$ cat src/rtl/b_stream_rx.sv
// Receive side of the coprocessor burst stream. It writes one frame of words to a local
// memory port and checks the transmitter's s_last against locally recomputed burst boundaries.
module b_stream_rx #(
    parameter int SIZEBURST = 8,
    parameter int SIZECOUNT = 12,
    parameter int DATA_W    = 32
) (
    input  logic                 clock,
    input  logic                 reset,
    input  logic                 start,
    input  logic [SIZECOUNT-1:0] size,
    input  logic [SIZEBURST-1:0] sizeburst,
    input  logic [DATA_W-1:0]    s_data,
    input  logic                 s_valid,
    input  logic                 s_last,
    output logic                 s_ready,
    output logic                 wr_en,
    output logic [SIZECOUNT-1:0] wr_addr,
    output logic [DATA_W-1:0]    wr_data,
    output logic                 endburst,
    output logic                 done,
    output logic                 busy,
    output logic                 err_last,
    output logic                 err_cfg
);

    localparam int CW = SIZECOUNT + 1;

    typedef enum logic [1:0] {IDLE, RECV, DONE} state_t;

    state_t               state_q, state_d;
    logic [SIZECOUNT-1:0] cnt_q, cnt_d;
    logic [SIZECOUNT-1:0] size_q, size_d;
    logic [SIZEBURST-1:0] sb_q, sb_d;
    logic                 wr_en_q, wr_en_d;
    logic [SIZECOUNT-1:0] wr_addr_q, wr_addr_d;
    logic [DATA_W-1:0]    wr_data_q, wr_data_d;
    logic                 endburst_q, endburst_d;
    logic                 err_last_q, err_last_d;
    logic                 err_cfg_q, err_cfg_d;

    logic [CW-1:0] cnt_inc;
    logic [CW-1:0] burst_mask;
    logic          last_word;
    logic          exp_last;
    logic          cfg_bad;

    // The extra bit keeps cnt+1 exact on the final word of a maximum-size frame.
    assign cnt_inc    = {1'b0, cnt_q} + CW'(1);
    assign burst_mask = (CW'(1) << sb_q) - CW'(1);
    assign last_word  = (cnt_inc == {1'b0, size_q});
    assign exp_last   = ((cnt_inc & burst_mask) == '0) || last_word;
    assign cfg_bad    = (32'(sizeburst) > SIZEBURST);

    always_ff @(posedge clock) begin
        if (reset) begin
            state_q    <= IDLE;
            cnt_q      <= '0;
            size_q     <= '0;
            sb_q       <= '0;
            wr_en_q    <= 1'b0;
            wr_addr_q  <= '0;
            wr_data_q  <= '0;
            endburst_q <= 1'b0;
            err_last_q <= 1'b0;
            err_cfg_q  <= 1'b0;
        end else begin
            state_q    <= state_d;
            cnt_q      <= cnt_d;
            size_q     <= size_d;
            sb_q       <= sb_d;
            wr_en_q    <= wr_en_d;
            wr_addr_q  <= wr_addr_d;
            wr_data_q  <= wr_data_d;
            endburst_q <= endburst_d;
            err_last_q <= err_last_d;
            err_cfg_q  <= err_cfg_d;
        end
    end

    always_comb begin
        state_d    = state_q;
        cnt_d      = cnt_q;
        size_d     = size_q;
        sb_d       = sb_q;
        wr_en_d    = 1'b0;
        wr_addr_d  = wr_addr_q;
        wr_data_d  = wr_data_q;
        endburst_d = 1'b0;
        err_last_d = err_last_q;
        err_cfg_d  = err_cfg_q;
        case (state_q)
            IDLE: begin
                if (start) begin
                    if (cfg_bad) begin
                        err_cfg_d = 1'b1;
                    end else begin
                        err_cfg_d  = 1'b0;
                        err_last_d = 1'b0;
                        cnt_d      = '0;
                        size_d     = size;
                        sb_d       = sizeburst;
                        state_d    = (size == '0) ? DONE : RECV;
                    end
                end
            end
            RECV: begin
                // s_ready is high for every cycle in RECV, so s_valid alone marks a beat.
                if (s_valid) begin
                    cnt_d      = cnt_q + SIZECOUNT'(1);
                    wr_en_d    = 1'b1;
                    wr_addr_d  = cnt_q;
                    wr_data_d  = s_data;
                    endburst_d = exp_last;
                    if (s_last != exp_last) err_last_d = 1'b1;
                    if (last_word) state_d = DONE;
                end
            end
            DONE:    state_d = IDLE;
            default: state_d = IDLE;
        endcase
    end

    assign s_ready  = (state_q == RECV);
    assign busy     = (state_q != IDLE);
    assign done     = (state_q == DONE);
    assign wr_en    = wr_en_q;
    assign wr_addr  = wr_addr_q;
    assign wr_data  = wr_data_q;
    assign endburst = endburst_q;
    assign err_last = err_last_q;
    assign err_cfg  = err_cfg_q;

endmodule
$ cat config.mk
export PLATFORM = sky130hd
export DESIGN_NAME = b_stream_rx
export DESIGN_NICKNAME = d
export VERILOG_FILES = /design/src/rtl/b_stream_rx.sv
export SDC_FILE = /design/constraint.sdc
export NUM_CORES = 1
export LEC_CHECK = 0
export ABC_AREA = 1
export ABC_CLOCK_PERIOD_IN_PS = 6950
export CORE_MARGIN = 2
export CORE_UTILIZATION = 51
export CTS_CLUSTER_SIZE = 12
export DETAILED_ROUTE_END_ITERATION = 8
export PLACE_DENSITY = 0.84
export SLEW_MARGIN = 10
export SYNTH_ARGS = -nofsm -noshare
export SYNTH_HDL_FRONTEND = slang
export SYNTH_SLANG_ARGS = --single-unit
$ cat constraint.sdc
create_clock -name clock -period 6.95 [get_ports clock]
set_clock_uncertainty 0.2 [all_clocks]
set_input_delay 1.0425 -clock clock [delete_from_list [all_inputs] [get_ports clock]]
set_output_delay 1.0425 -clock clock [all_outputs]
set_load 0.02 [all_outputs]
==> summary.md <==
| Metric | Value |
|---|---|
| Final Max Slew Viols | 0 |
| Synth top cells by count | 122 x nor2_1, 82 x dfxtp_1, 73 x nand2_1 |
| # diodes | 0 |
| Worst Path Max Fanout | 26 |
| Reg clk slew, reported paths | 80 ps |
| WP data required | 7000 ps |
| Slew HR | 0.284 |
| Post-DP HPWL | 7690 µm |
| Slew of the pin with the lowest slew margin | 1070 ps |
| Clock Sinks | 82 |
| Asr flop ratio synth | 0 |
| Final setup viols | 0 |
| Starting Density | 0.524 |
| First-pass GRT wire length | 17800 µm |
| Type of the tightest min-delay check | reg -> reg |
| DR DRC count | 0 |
| Peak supply drop | 0.133 mV |
| Maxcap violations | 0 |
| Top-count cell post-synth | nor2_1 |
| Cell taking the most area after synthesis | dfxtp_1 |
| Register area | 0.00164 mm² |
| Nets | 695 |
| Fill count | 605 |
| Leakage | 2.12 nW |
| Vias per cell | 5.25 |
| GP Congestion | 0.956 |
| Multi-input gate area | 0.00186 mm² |
| Hold-fix buffers, CTS | 0 |
| CTS buffer count | 9 |
| Die area | 0.00811 mm² |
| Arrival @ worst endpoint | 3810 ps |
| TritonRoute pass-1 iters | 6 |
| Largest net degree at the start of global routing | 56 |
| Final Hold Viols | 0 |
| Grt ovf | 0 |
| Layout area overhead | 35.2% |
| Layout cell share with drive strength beyond 1 | 0.0733 |
| CORE AREA | 0.00721 mm² |
| Clock buffer depth | 2 |
| DR WL/cell | 14.3 µm |
| Vias in the first global route | 3767 |
| Outcome | completed |
| Top FF cell, synth | dfxtp_1 |
| RSZ-0062 raised after global routing | no |
| CTS tree | yes |
| CTS resizes | 0 |
| Vias | 3888 |
| Synth area leaders | dfxtp_1 43%, nor2_1 12%, o21ai_0 8.3% |
| Seq/Total Area, Yosys | 0.435 |
| WL final | 10600 µm |
| Buffers on Ports | 107 |
| Post-synth EDFFs | 0 |
| Power Dens Cells | 210 mW/mm² |
| #FFs+latches synth | 82 |
| Initial antenna violation count | 0 |
| Fin Setup TNS | 0 ps |
| All-Layer GR Usage | 0.267 |
| Die width | 90.1 µm |
| FMAX | 266 MHz |
| Syn Inst Count | 538 |
| Period utilization | 0.541 |
| Crit start category | input pin |
| Netlist Area Pre-Place | 0.00378 mm² |
| Standard-cell rows | 31 |
| H-tree Lvls | 3 |
| Top cell type's share of synthesized area | 0.435 |
| Hold slack | 269 ps |
| DIE HEIGHT | 90.1 µm |
| CTS root buf | clkbuf_8 |
| Endpoint class of the critical path | register |
| Critical path class | in -> reg |
| 1st-iter DRT viols | 206 |
| Setup Fix Bufs, Post-CTS | 0 |
| Syn Area/Cell | 7.02 µm² |
| Top Ports | 108 |
| Final ANT Viol Nets | 0 |
| Yosys cell types | 36 |
| Min Tclk post-route | 3760 ps |
| Synthesized Nets | 597 |
| Clock insertion delay at the later pin of the skew report | 350 ps |
| Ys Warns | 0 |
[routing by layer]
metal / GRT usage / part of all wire / wire length (µm)
met1: 0.336 / 0.43 / 4590
met2: 0.440 / 0.48 / 5060
met3: 0.0805 / 0.072 / 762
met4: 0.0821 / 0.015 / 163
met5: 0 / 0 / 0
[worst max-delay path, stage by stage]
cell             delay, ps
clkdlybuf4s50_1        480
o31ai_1                 80
nand4_1                580
inv_1                  360
nor2_1                 680
inv_1                  320
o21ai_0                220
nor2_1                  60
[report_power, final]
| part | total (mW) | internal, mW | switching, mW |
|---|---|---|---|
| registers | 0.515 | 0.497 | 0.0172 |
| logic | 0.207 | 0.0945 | 0.113 |
| clock network | 0.353 | 0.176 | 0.177 |
| total | 1.08 | 0.768 | 0.307 |
[stage by stage]
stage / std cells / cell area (µm²) / setup slack (ps) / total power, mW / util
4_1_cts: 740 / 5110 / 3230 / 1.08 / 0.708
3_3_place_gp: 724 / 4910 / 2890 / 0.727 / 0.680
2_1_floorplan: 538 / 3780 / 4560 / 0.626 / -
3_5_place_dp: 724 / 4910 / 2850 / 0.730 / 0.680
5_1_grt: 740 / 5110 / 2810 / 1.13 / 0.708
6_report: 740 / 5110 / 3190 / 1.08 / 0.708
[final timing paths]
kind / depth (start not counted) / from / endpoint / slack (ps)
worst max-delay path: 8 / sizeburst[3] / cnt_q[2]$_SDFFE_PP0P_ / 3190
worst min register to register: 2 / sb_q[5]$_SDFFE_PP0P_ / sb_q[5]$_SDFFE_PP0P_ / 270
worst min-delay path: 2 / sb_q[5]$_SDFFE_PP0P_ / sb_q[5]$_SDFFE_PP0P_ / 270
worst max register to register: 8 / state_q[0]$_SDFFE_PP0P_ / endburst$_SDFF_PP0_ / 3500
[area by class of cell]
class | count | area share
multi-input cells | 383 | 0.365
flip-flops and latches | 82 | 0.321
repair buffers | 109 | 0.213
inverters | 51 | 0.0375
clock buffers | 10 | 0.0269
well taps | 99 | 0.0242
clock inverters | 6 | 0.0127
[state kept, by name, indices dropped and copies added (netlist names)]
| signal | cells |
|---|---|
| cnt_q | 12 |
| endburst | 1 |
| err_cfg | 1 |
| err_last | 1 |
| sb_q | 8 |
| size_q | 12 |
| state_q | 2 |
| wr_addr | 12 |
| wr_data | 32 |
| wr_en | 1 |
[cells by family (layout without fill, tap and decap cells)]
logic type	count (synthesis)	count (layout)	synth area share
AO/OA/AOI/OAI	103	103	0.145
XOR/XNOR	12	12	0.0298
flip-flops	82	82	0.435
AND/OR/NAND/NOR	266	266	0.311
buffers and inverters	73	176	0.0729
adder cells (fa/ha/maj)	2	2	0.00662
[cells in the final DEF (no fill, tap or decap), types with 3 or more instances in the layout]
master           netlist  final
xor2_1                 7      7
nand2_1               73     73
clkdlybuf4s50_1        0    107
nand3_2                3      3
nor3_1                 5      5
nor2_2                 5      6
inv_1                 42     41
a21oi_1               29     29
nor2_1               122    121
dfxtp_1               82     82
nand3_1               25     25
inv_2                  7      7
nand2_2                4      4
nand4_1               12     12
or2_2                  4      4
clkinv_1               2      3
clkbuf_8               0     10
o21ai_0               63     63
xnor2_1                4      4
nand3b_1               4      4
nor4_1                 4      4
Power figures use the tool's default switching activity.
